### config.mk
export PLATFORM = sky130hd
export DESIGN_NAME = ffq_winner_decoder
export DESIGN_NICKNAME = d
export VERILOG_FILES = /design/src/rtl/ffq_pkg.sv /design/src/rtl/ffq_seg7_decode.sv /design/src/rtl/ffq_winner_decoder.sv
export SDC_FILE = /design/constraint.sdc
export NUM_CORES = 1
export LEC_CHECK = 0
export ABC_AREA = 1
export ABC_CLOCK_PERIOD_IN_PS = 1800
export CAP_MARGIN = 20
export CORE_MARGIN = 2
export CORE_UTILIZATION = 52
export DETAILED_ROUTE_END_ITERATION = 8
export PLACE_DENSITY = 0.76
export SETUP_SLACK_MARGIN = 0.2
export SLEW_MARGIN = 20
export SYNTH_ARGS = -nofsm -noshare
export SYNTH_HDL_FRONTEND = slang
export SYNTH_SLANG_ARGS = --single-unit
### constraint.sdc
create_clock -name clk -period 1.8 [get_ports clk]
set_input_delay 0.36 -clock clk [delete_from_list [all_inputs] [get_ports clk]]
set_output_delay 0.36 -clock clk [all_outputs]
set_load 0.005 [all_outputs]
### src/rtl/ffq_pkg.sv
// Shared types and constants for the contestant-button receive path.
package ffq_pkg;

    localparam int         NUM_PLAYERS = 10;
    localparam logic [3:0] CODE_NONE_N = 4'hF;

    typedef enum logic [1:0] {
        IDLE    = 2'd0,
        ARMED   = 2'd1,
        LOCKED  = 2'd2,
        EXPIRED = 2'd3
    } ffq_state_e;

    // Active-low {g,f,e,d,c,b,a}; element [d] is digit d.
    localparam logic [6:0]       SEG_BLANK_N = 7'h7F;
    localparam logic [9:0][6:0]  SEG_DIGIT_N = {
        7'h10, 7'h00, 7'h78, 7'h02, 7'h12,
        7'h19, 7'h30, 7'h24, 7'h79, 7'h40
    };

endpackage

### src/rtl/ffq_seg7_decode.sv
// Player number to active-low 7-segment pattern; player 10 shows "0",
// anything outside 1..10 is blank.
module ffq_seg7_decode
    import ffq_pkg::*;
(
    input  logic [3:0] id_i,
    output logic [6:0] seg_n_o
);

    always_comb begin
        seg_n_o = SEG_BLANK_N;
        if (id_i >= 4'd1 && id_i <= 4'd9) begin
            seg_n_o = SEG_DIGIT_N[id_i];
        end else if (id_i == 4'd10) begin
            seg_n_o = SEG_DIGIT_N[0];
        end
    end

endmodule

### src/rtl/ffq_winner_decoder.sv
// Quiz buzzer receive end: code validation, stability filter, first-press
// lockout, winner display, buzzer pulse and answer timer.
module ffq_winner_decoder
    import ffq_pkg::*;
#(
    parameter int STABLE_CYCLES = 4,
    parameter int BUZZ_CYCLES   = 1000,
    parameter int ANSWER_CYCLES = 50000
)(
    input  logic                   clk,
    input  logic                   reset,
    input  logic [3:0]             code_n,
    input  logic                   round_start,
    output logic [NUM_PLAYERS-1:0] winner_led_n,
    output logic [3:0]             winner_id,
    output logic [6:0]             seg_n,
    output logic                   buzzer,
    output logic                   timeout,
    output logic                   armed,
    output logic                   bad_code
);

    localparam int STB_W = $clog2(STABLE_CYCLES + 1);
    localparam int BUZ_W = $clog2(BUZZ_CYCLES + 1);
    localparam int ANS_W = $clog2(ANSWER_CYCLES + 1);

    localparam logic [STB_W-1:0] STB_TARGET = STB_W'(STABLE_CYCLES);
    localparam logic [BUZ_W-1:0] BUZ_LAST   = BUZ_W'(BUZZ_CYCLES - 1);
    localparam logic [ANS_W-1:0] ANS_LAST   = ANS_W'(ANSWER_CYCLES - 1);

    ffq_state_e             state_q, state_d;
    logic [STB_W-1:0]       cnt_q, cnt_d;
    logic [3:0]             prev_n_q, prev_n_d;
    logic [BUZ_W-1:0]       buzz_cnt_q, buzz_cnt_d;
    logic [ANS_W-1:0]       ans_cnt_q, ans_cnt_d;
    logic [3:0]             winner_id_q, winner_id_d;
    logic [NUM_PLAYERS-1:0] led_q, led_d;
    logic [6:0]             seg_q, seg_d;
    logic                   buzzer_q, buzzer_d;
    logic                   timeout_q, timeout_d;
    logic                   armed_q, armed_d;
    logic                   bad_q, bad_d;

    logic [3:0]             n;
    logic                   n_valid;
    logic                   n_bad;
    logic [STB_W-1:0]       filt_cnt;
    logic                   accept;
    logic [6:0]             seg_lock_n;
    logic [NUM_PLAYERS-1:0] led_lock_n;

    assign n       = ~code_n;
    assign n_valid = (code_n != CODE_NONE_N) && (n <= 4'd10);
    assign n_bad   = (n > 4'd10);

    // cnt_q == 0 marks "previous sample was not valid", so a match on n alone is not enough.
    always_comb begin
        filt_cnt = '0;
        if (n_valid) begin
            if (n == prev_n_q && cnt_q != '0) begin
                filt_cnt = (cnt_q == STB_TARGET) ? cnt_q : cnt_q + 1'b1;
            end else begin
                filt_cnt = STB_W'(1);
            end
        end
    end

    assign accept = (state_q == ARMED) && n_valid && (filt_cnt == STB_TARGET);

    always_comb begin
        for (int i = 0; i < NUM_PLAYERS; i++) begin
            led_lock_n[i] = (n != 4'(i + 1));
        end
    end

    ffq_seg7_decode u_seg7 (
        .id_i    (n),
        .seg_n_o (seg_lock_n)
    );

    always_comb begin
        state_d     = state_q;
        cnt_d       = cnt_q;
        prev_n_d    = prev_n_q;
        buzz_cnt_d  = buzz_cnt_q;
        ans_cnt_d   = ans_cnt_q;
        winner_id_d = winner_id_q;
        led_d       = led_q;
        seg_d       = seg_q;
        buzzer_d    = buzzer_q;
        timeout_d   = timeout_q;
        bad_d       = 1'b0;

        if (buzzer_q) begin
            if (buzz_cnt_q == BUZ_LAST) begin
                buzzer_d = 1'b0;
            end else begin
                buzz_cnt_d = buzz_cnt_q + 1'b1;
            end
        end

        case (state_q)
            IDLE: begin
                cnt_d    = '0;
                prev_n_d = '0;
            end
            ARMED: begin
                cnt_d    = filt_cnt;
                prev_n_d = n;
                bad_d    = n_bad;
                if (accept) begin
                    state_d     = LOCKED;
                    winner_id_d = n;
                    led_d       = led_lock_n;
                    seg_d       = seg_lock_n;
                    buzzer_d    = 1'b1;
                    buzz_cnt_d  = '0;
                    ans_cnt_d   = '0;
                    cnt_d       = '0;
                end
            end
            LOCKED: begin
                if (ans_cnt_q == ANS_LAST) begin
                    timeout_d = 1'b1;
                    state_d   = EXPIRED;
                end else begin
                    ans_cnt_d = ans_cnt_q + 1'b1;
                end
            end
            EXPIRED: begin
                timeout_d = 1'b1;
            end
            default: state_d = IDLE;
        endcase

        // Arming overrides everything above, including a same-cycle acceptance.
        if (round_start) begin
            state_d     = ARMED;
            cnt_d       = '0;
            prev_n_d    = '0;
            buzz_cnt_d  = '0;
            ans_cnt_d   = '0;
            winner_id_d = '0;
            led_d       = '1;
            seg_d       = SEG_BLANK_N;
            buzzer_d    = 1'b0;
            timeout_d   = 1'b0;
        end

        armed_d = (state_d == ARMED);
    end

    always_ff @(posedge clk or posedge reset) begin
        if (reset) begin
            state_q     <= IDLE;
            cnt_q       <= '0;
            prev_n_q    <= '0;
            buzz_cnt_q  <= '0;
            ans_cnt_q   <= '0;
            winner_id_q <= '0;
            led_q       <= '1;
            seg_q       <= SEG_BLANK_N;
            buzzer_q    <= 1'b0;
            timeout_q   <= 1'b0;
            armed_q     <= 1'b0;
            bad_q       <= 1'b0;
        end else begin
            state_q     <= state_d;
            cnt_q       <= cnt_d;
            prev_n_q    <= prev_n_d;
            buzz_cnt_q  <= buzz_cnt_d;
            ans_cnt_q   <= ans_cnt_d;
            winner_id_q <= winner_id_d;
            led_q       <= led_d;
            seg_q       <= seg_d;
            buzzer_q    <= buzzer_d;
            timeout_q   <= timeout_d;
            armed_q     <= armed_d;
            bad_q       <= bad_d;
        end
    end

    assign winner_led_n = led_q;
    assign winner_id    = winner_id_q;
    assign seg_n        = seg_q;
    assign buzzer       = buzzer_q;
    assign timeout      = timeout_q;
    assign armed        = armed_q;
    assign bad_code     = bad_q;

endmodule

==> metrics list, run 1 <==
- Layout cell share with drive strength beyond 1: 0.307
- Buffers placed on the I/O ports in this run total 31.
* Pwr per Cell Area: 859 mW/mm^2
- In the synthesized netlist, the number of instances is 431.
* Largest fanout on the critical path: 8
- The min-delay analysis places its worst path in the category in2async.
- Fillers: 467
* Design Power: 4.02 mW
* DRC viols: 0
- Worst vdd ir: 1.05 mV
* Die area: 0.00732 sq mm
* Largest net degree at the start of global routing: 61
* Data required time of the critical path: 2.02 ns
- After detailed routing, the average wire length per cell comes to 14.1 um.
- Unrepaired setup endpoints after global routing: true
* DIE HEIGHT: 85.6 um
- Antenna viol nets, final: 0
- Type of element launching the critical path: register
- Worst-skew pair later-pin latency: 0.34 ns
- No sink is reached through more buffers than the 2 on the longest clock path.
* Diode insertion count for antenna repair: 0
* Internal reg-to-reg setup slack: -0.17 ns
- Post-Place Worst Slack: -0.591 ns
- Violated checks: setup timing
- The worst setup path is captured at a register.
- Max Clock Skew: 0.0105 ns
- In this run the mean area of a mapped cell was 8.03 sq um.
* Relative slew slack: 0.756
- The final route contains 3295 vias.
- Number of global-route vias before repair: 3123
- Final setup slack of the worst path: -0.169 ns
- The mapped netlist covers 0.00346 sq mm.
* Post-synthesis sequential element count: 60
- Across the run, the number of max-cap violations was 0.
- Horiz. Die Dim: 85.6 um
* Final count of pins violating max slew: 0
- Overall global routing resource usage: 0.242
- Syn Nets: 451
- Total setup violations reported at the end of the flow: 49
* Area overhead of the layout relative to synthesis: 35.2%
* Critical Path AT: 2.19 ns
- Clock tree synthesis inserted a total of 9 buffers.
- Count of H-tree levels built during CTS: 3
- TritonCTS built the clock tree.
- The root buffer cell chosen for the clock tree is sky130_fd_sc_hd__clkbuf_8.
- Area of the core region: 0.00639 sq mm
* Starting Density: 0.542
- The count of final hold-check violations came to 0.
* Vias per Instance: 5.42
* GR Overflow Total: 0
* Library cells used by synthesis: 35
- Row generation in the floorplan step produced 29 rows.
* Leakage power figure: 2.09 nW
* Measured slew at the worst slew-check pin: 0.363 ns
- Final critical-path required period: 1.97 ns
* Type of the worst setup path: reg2reg
* Number of sinks handled by clock tree synthesis: 60
- Wire length of the first global-routing pass: 14100 um
* Number of antenna violations at the first check in global routing: 0
- Post-layout nets: 546
- Of the synthesized area, sequential elements account for 0.440.
* Final wirelength: 8600 um
* Final period utilization: 1.09
- Before antenna repair, the detailed router went through 4 iterations.
- Detailed placement finished with a half-perimeter wire length of 6120 um.
* Status: complete, but fails checks
- The first routing iteration left 200 violations.
* Num ports: 32
- Static timing analysis puts the maximum clock frequency at 508 MHz.
- Routability Congestion: 0.914
- Post-CTS clock slew at the launch and capture registers of the worst setup and hold paths: 0.07 ns
- Total number of yosys warnings: 0
[final timing paths]
| kind | cells after the start | start | to |
|---|---|---|---|
| setup / recovery | 15 | cnt_q[0] | ans_cnt_q[9] |
| hold / removal | 3 | reset | buzz_cnt_q[8] |
| setup reg to reg | 15 | cnt_q[0] | ans_cnt_q[9] |
| min in group clk | 2 | seg_n[3] | seg_n[3] |
| hold reg to reg | 2 | seg_n[3] | seg_n[3] |
| max in group asynchronous | 3 | reset | winner_led_n[8] |
[placed cells by master (no fill, tap or decap), types with 2 or more instances in the layout]
cell type and n:
sky130_fd_sc_hd__dfstp_2 17, sky130_fd_sc_hd__buf_12 6, sky130_fd_sc_hd__buf_4 55, sky130_fd_sc_hd__dfrtp_1 42, sky130_fd_sc_hd__o211ai_1 2, sky130_fd_sc_hd__nand4_1 18
sky130_fd_sc_hd__nor2_1 63, sky130_fd_sc_hd__a21oi_1 13, sky130_fd_sc_hd__clkbuf_8 10, sky130_fd_sc_hd__clkbuf_16 2, sky130_fd_sc_hd__ha_4 2, sky130_fd_sc_hd__o22ai_1 3
sky130_fd_sc_hd__nor2_4 3, sky130_fd_sc_hd__xnor2_1 6, sky130_fd_sc_hd__nand3_4 2, sky130_fd_sc_hd__xor2_1 6, sky130_fd_sc_hd__nand3_1 18, sky130_fd_sc_hd__inv_2 4
sky130_fd_sc_hd__inv_1 38, sky130_fd_sc_hd__ha_1 11, sky130_fd_sc_hd__nand2_1 83, sky130_fd_sc_hd__clkinv_2 3, sky130_fd_sc_hd__nor3_1 6, sky130_fd_sc_hd__o21ai_2 14
sky130_fd_sc_hd__o21ai_1 7, sky130_fd_sc_hd__a31oi_1 10, sky130_fd_sc_hd__nor2_2 2, sky130_fd_sc_hd__or2_2 3, sky130_fd_sc_hd__nand2_4 3, sky130_fd_sc_hd__dlygate4sd2_1 21
sky130_fd_sc_hd__dlymetal6s2s_1 2, sky130_fd_sc_hd__nor4_1 2, sky130_fd_sc_hd__nor3_2 2, sky130_fd_sc_hd__o21ai_0 6, sky130_fd_sc_hd__nand2_2 21, sky130_fd_sc_hd__inv_4 2
sky130_fd_sc_hd__clkinvlp_4 2, sky130_fd_sc_hd__clkdlybuf4s50_1 8
[where the power goes]
group	leakage, nW	total (mW)	switching [mW]	internal (mW)
combinational	1.23	1.34	0.763	0.576
sequential	0.764	1.52	0.0565	1.46
clock	0.0973	1.16	0.546	0.614
total	2.09	4.02	1.37	2.65
[critical path, cell delays in order, from the launching register on]
cell	delay [ns]
sky130_fd_sc_hd__dfrtp_1	0.37
sky130_fd_sc_hd__inv_2	0.06
sky130_fd_sc_hd__ha_4	0.16
sky130_fd_sc_hd__inv_4	0.05
sky130_fd_sc_hd__nor2_2	0.03
sky130_fd_sc_hd__nor2_1	0.11
sky130_fd_sc_hd__nand2_1	0.11
sky130_fd_sc_hd__nor2_2	0.14
sky130_fd_sc_hd__nand2_2	0.08
sky130_fd_sc_hd__nor2_4	0.11
sky130_fd_sc_hd__nand3_4	0.10
sky130_fd_sc_hd__nand2_2	0.10
sky130_fd_sc_hd__nand3_4	0.11
sky130_fd_sc_hd__buf_12	0.18
sky130_fd_sc_hd__nand2_4	0.07
sky130_fd_sc_hd__o21ai_4	0.06
[routing by layer]
layer / share of wire / up-vias / track usage
met5: 0 / - / 0
met4: 0.016 / 0 / 0.0866
met3: 0.050 / 16 / 0.0395
met2: 0.48 / 103 / 0.402
met1: 0.45 / 1564 / 0.321
li1: - / 1612 / -
[Yosys cell counts, drive strengths merged]
master | n | area [sq um]
o22ai | 4 | 25.0
xor2 | 6 | 52.6
nand4 | 18 | 113
a21oi | 15 | 86.3
or2 | 3 | 18.8
a31oi | 11 | 68.8
inv | 45 | 169
clkinv | 1 | 3.75
nor4 | 2 | 12.5
dfrtp | 43 | 1080
buf | 8 | 66.3
ha | 13 | 163
nand3 | 21 | 130
o31ai | 1 | 7.51
nor2 | 68 | 278
o211ai | 2 | 15.0
a31o | 1 | 8.76
dfstp | 17 | 447
clkbuf | 2 | 7.51
nor3 | 8 | 40.0
o21ai | 28 | 196
nand2 | 107 | 414
xnor2 | 6 | 52.6
o32ai | 1 | 8.76
[stage by stage]
step / setup TNS (ns) / std cells / utilization / hold slack [ns] / cell area, sq um
after CTS: -2.60 / 601 / 0.711 / 0.469 / 4540
after detailed placement: -26.53 / 582 / 0.677 / 0.458 / 4320
after global routing: -8.15 / 608 / 0.732 / 0.496 / 4680
after floorplan: -0.0245 / 431 / - / 0.456 / 3530
after global placement: -24.30 / 582 / 0.677 / 0.458 / 4320
final: -4.56 / 608 / 0.732 / 0.456 / 4680
[sequential cells by signal (all words and copies together), names as in the netlist]
| register | cells |
|---|---|
| ans_cnt_q | 16 |
| seg_n | 7 |
| buzzer | 1 |
| prev_n_q | 4 |
| buzz_cnt_q | 10 |
| winner_led_n | 10 |
| bad_code | 1 |
| timeout | 1 |
| armed | 1 |
| state_q | 2 |
| winner_id | 4 |
| cnt_q | 3 |
[repair_timing]
action                     in CTS  in global routing
gates cloned                    0                  1
setup endpoints to repair      71                 62
hold buffers                    0                  0
resized for setup              35                 20
pin swaps                       3                  1
setup buffers                   3                  6
[cell families after synthesis]
family	after synthesis	synth area share
xor+xnor	12	0.0304
fa+ha+maj	13	0.0470
buf+inv	56	0.0712
flops	60	0.440
compound gates	63	0.120
simple gates	227	0.291
[layout make-up]
type                       count  area, sq um  area share
tap                           77         96.3      0.0206
sequential                    60         1520       0.326
timing repair buffer          94          858       0.184
clock buffer                  12          166      0.0356
clock inverter                 4         22.5     0.00482
inverter                      46          181      0.0388
multi-input combinational    315         1830       0.391
(Power assumes the default switching activity.)
==> run 2, diff against run 1 <==
Settings changed: CORE_UTILIZATION 52 to 57, DONT_BUFFER_PORTS from default to 1, PLACE_DENSITY 0.76 to 0.75.
==> metrics list, run 2 (synthesis gave the netlist of run 1 again) <==
- The share of the clock period used by the worst path after layout is 1.08 (was 1.09).
- Final wirelength: 7950 um (was 8600 um)
* Area of the core region: 0.00589 sq mm (was 0.00639 sq mm)
- The maximum operating frequency was 516 MHz (was 508 MHz).
- Horiz. Die Dim: 81.9 um (was 85.6 um)
- Number of standard-cell rows in the floorplan: 28 (was 29)
* Violated checks: setup timing (unchanged)
- The worst setup slack for register-to-register paths was -0.14 ns (was -0.17 ns).
- The highest signal layer in the routed design is met4 (unchanged).
* GR Overflow Total: 0 (unchanged)
* Relative slew slack: 0.755 (was 0.756)
* Number of buffers added on ports: 0 (was 31)
- Sum of negative setup slack: -3.33 ns (was -4.56 ns)
- Count of routing violations after the opening detailed-route iteration: 153 (was 200)
* Placed Area: 0.00385 sq mm (was 0.00432 sq mm)
* Post-CTS clock slew at the launch and capture registers of the worst setup and hold paths: 0.07 ns (about the same)
* Number of global-route vias before repair: 2920 (was 3123)
- Met3 Wirelength: 507 um (was 426 um)
* Share of the core filled with cells: 0.704 (was 0.732)
- The number of DRC violations after detailed routing is 0 (unchanged).
- Cell chosen for the clock root: sky130_fd_sc_hd__clkbuf_8 (unchanged)
- Wire length of the first global-routing pass: 13100 um (was 14100 um)
* Final count of hold timing violations: 0 (unchanged)
* Pwr per Cell Area: 916 mW/mm^2 (was 859 mW/mm^2)
* Non-Filler Cell Area, Final: 0.00414 sq mm (was 0.00468 sq mm)
* Die area: 0.00671 sq mm (was 0.00732 sq mm)
* Type of element launching the critical path: register (unchanged)
* Max Clock Skew: 0.00619 ns (was 0.0105 ns)
- Routability Congestion: 0.911 (was 0.914)
* Critical Path Sink Type: register (unchanged)
- Status: complete, but fails checks (unchanged)
- Number of iterations in the first detailed-routing pass: 5 (was 4)
* Diode insertion count for antenna repair: 0 (unchanged)
- The fraction of final layout cells with drive strength greater than 1 was 0.272 (was 0.307).
* Worst min-delay path class: in2reg (was in2async)
- Total setup violations reported at the end of the flow: 41 (was 49)
- HPWL Detailed: 5480 um (was 6120 um)
* Max Buffers Root-to-Sink: 2 (unchanged)
- The total length of routed met2 wires came to 3670 um (was 4170 um).
* Final critical-path required period: 1.94 ns (was 1.97 ns)
- Minimum hold slack: 0.0688 ns (was 0.456 ns)
* Most used cells in the layout excluding fill and tap cells: 87 x sky130_fd_sc_hd__nand2_1, 63 x sky130_fd_sc_hd__nor2_1, 43 x sky130_fd_sc_hd__dfrtp_1 (was 83 x sky130_fd_sc_hd__nand2_1, 63 x sky130_fd_sc_hd__nor2_1, 55 x sky130_fd_sc_hd__buf_4)
* Worst vdd ir: 0.751 mV (was 1.05 mV)
* Max FFs per register: 16 (unchanged)
- The cell type of the slowest stage on the worst timing path was sky130_fd_sc_hd__dfrtp_1 (unchanged).
* Top Family by Delay on Critical Path: simple AND/OR/NAND/NOR gates (unchanged)
- Overall global routing resource usage: 0.256 (was 0.242)
* Max Cap Violations: 0 (unchanged)
- Cell Chain, Critical Path: inv_2 > ha_4 > inv_2 > nor2_1 > nor2_1 > nand2_2 > nor2_4 > nand2_2 > nor2_4 > nand3_4 > nand2_2 > nand3_4 > buf_12 > nand2_1 > o21ai_2 (was inv_2 > ha_4 > inv_4 > nor2_2 > nor2_1 > nand2_1 > nor2_2 > nand2_2 > nor2_4 > nand3_4 > nand2_2 > nand3_4 > buf_12 > nand2_4 > o21ai_4)
- Number of antenna violations at the first check in global routing: 0 (unchanged)
- The routed wirelength normalized by instance count was 14.4 um (was 14.1 um).
- The critical setup path kind is reg2reg (unchanged).
- The chip height was 81.9 um (was 85.6 um).
- The number of H-tree levels is 3 (unchanged).
- The worst setup margin was -0.137 ns (was -0.169 ns).
- The fill cell total of the finished layout is 462 (was 467).
- Clock tree from TritonCTS: yes (unchanged)
- The number of vias per cell was 5.56 (was 5.42).
- The standby leakage power was 1.80 nW (was 2.09 nW).
* Data required time of the critical path: 2.03 ns (was 2.02 ns)
* Biggest register: ans_cnt_q (unchanged)
- Unrepaired setup endpoints after global routing: true (unchanged)
- The data arrival time at the worst-slack endpoint is 2.17 ns (was 2.19 ns).
- The detailed-route wire length on metal 1 came to 3520 um (was 3870 um).
* Most common library cell in the layout ignoring fill and taps: sky130_fd_sc_hd__nand2_1 (unchanged)
* Post-layout nets: 493 (was 546)
- The total number of clock tree sinks is 60 (unchanged).
- The largest net degree at the start of global routing came to 61 (unchanged).
* Antenna viol nets, final: 0 (unchanged)
- The number of placed cells counting well taps was 531 (was 582).
* Num ports: 32 (unchanged)
- Final count of pins violating max slew: 0 (unchanged)
- Starting Density: 0.588 (was 0.542)
* Total buffers and inverters traversed by the critical path: 3 (unchanged)
* Worst-skew pair later-pin latency: 0.34 ns (about the same)
* Area overhead of the layout relative to synthesis: 19.8% (was 35.2%)
* TritonCTS buffer count: 9 (unchanged)
- Top cell by count, worst path: sky130_fd_sc_hd__nand2_2
* Largest fanout on the critical path: 16 (was 8)
* Total number of vias: 3074 (was 3295)
* Biggest cell delay along the critical path: 0.36 ns (was 0.37 ns)
- The total chip power came to 3.80 mW (was 4.02 mW).
* Measured slew at the worst slew-check pin: 0.365 ns (was 0.363 ns)
* Post-Place Worst Slack: -0.0947 ns (was -0.591 ns)
- The filler-free cell count of the finished design was 553 (was 608).
## run 2: worst paths after layout
| path | startpoint | endpoint | cells after the start |
|---|---|---|---|
| max | cnt_q[1] | ans_cnt_q[0] | 15 |
| min | round_start | buzzer | 1 |
| max reg2reg | cnt_q[1] | ans_cnt_q[0] | 15 |
| min reg2reg | seg_n[0] | seg_n[0] | 2 |
| max in group asynchronous | reset | winner_led_n[7] | 3 |
| min in group asynchronous | reset | buzz_cnt_q[6] | 3 |
## run 2: repair_timing
| action | CTS | global route |
|---|---|---|
| hold buffers | 1 | 0 |
| pin swaps | 1 | 0 |
| resized for setup | 8 | 11 |
| endpoints found under the hold margin | 43 | 0 |
| buffers inserted | 1 | 4 |
| endpoints found under the setup margin | 52 | 57 |
## run 2: worst register-to-register path: cells and delay by family, from the launching register on
kind	cells	cell delay (ns)
AOI/OAI and AO/OA	1	0.05
adders and majority gates	1	0.15
buffers and inverters	3	0.28
DFF	1	0.36
and+or+nand+nor	10	0.98
## run 2: power by group
group | total (mW) | switching, mW | internal, mW
Sequential | 1.53 | 0.0675 | 1.46
Clock | 1.19 | 0.530 | 0.659
Combinational | 1.08 | 0.663 | 0.415
## run 2: area by class of cell
type                       instances  area (sq um)  share of cell area
inverter                          46           179              0.0432
multi-input combinational        315          1790               0.432
timing repair buffer              41           364              0.0879
tap                               75          93.8              0.0226
clock buffer                      15           188              0.0453
clock inverter                     1          5.00             0.00121
sequential                        60          1520               0.367
## run 2: routing by layer
metal / up-vias / GRT usage
li1: 1505 / -
met1: 1433 / 0.334
met2: 109 / 0.403
met3: 27 / 0.0648
met4: 0 / 0.108
met5: - / 0
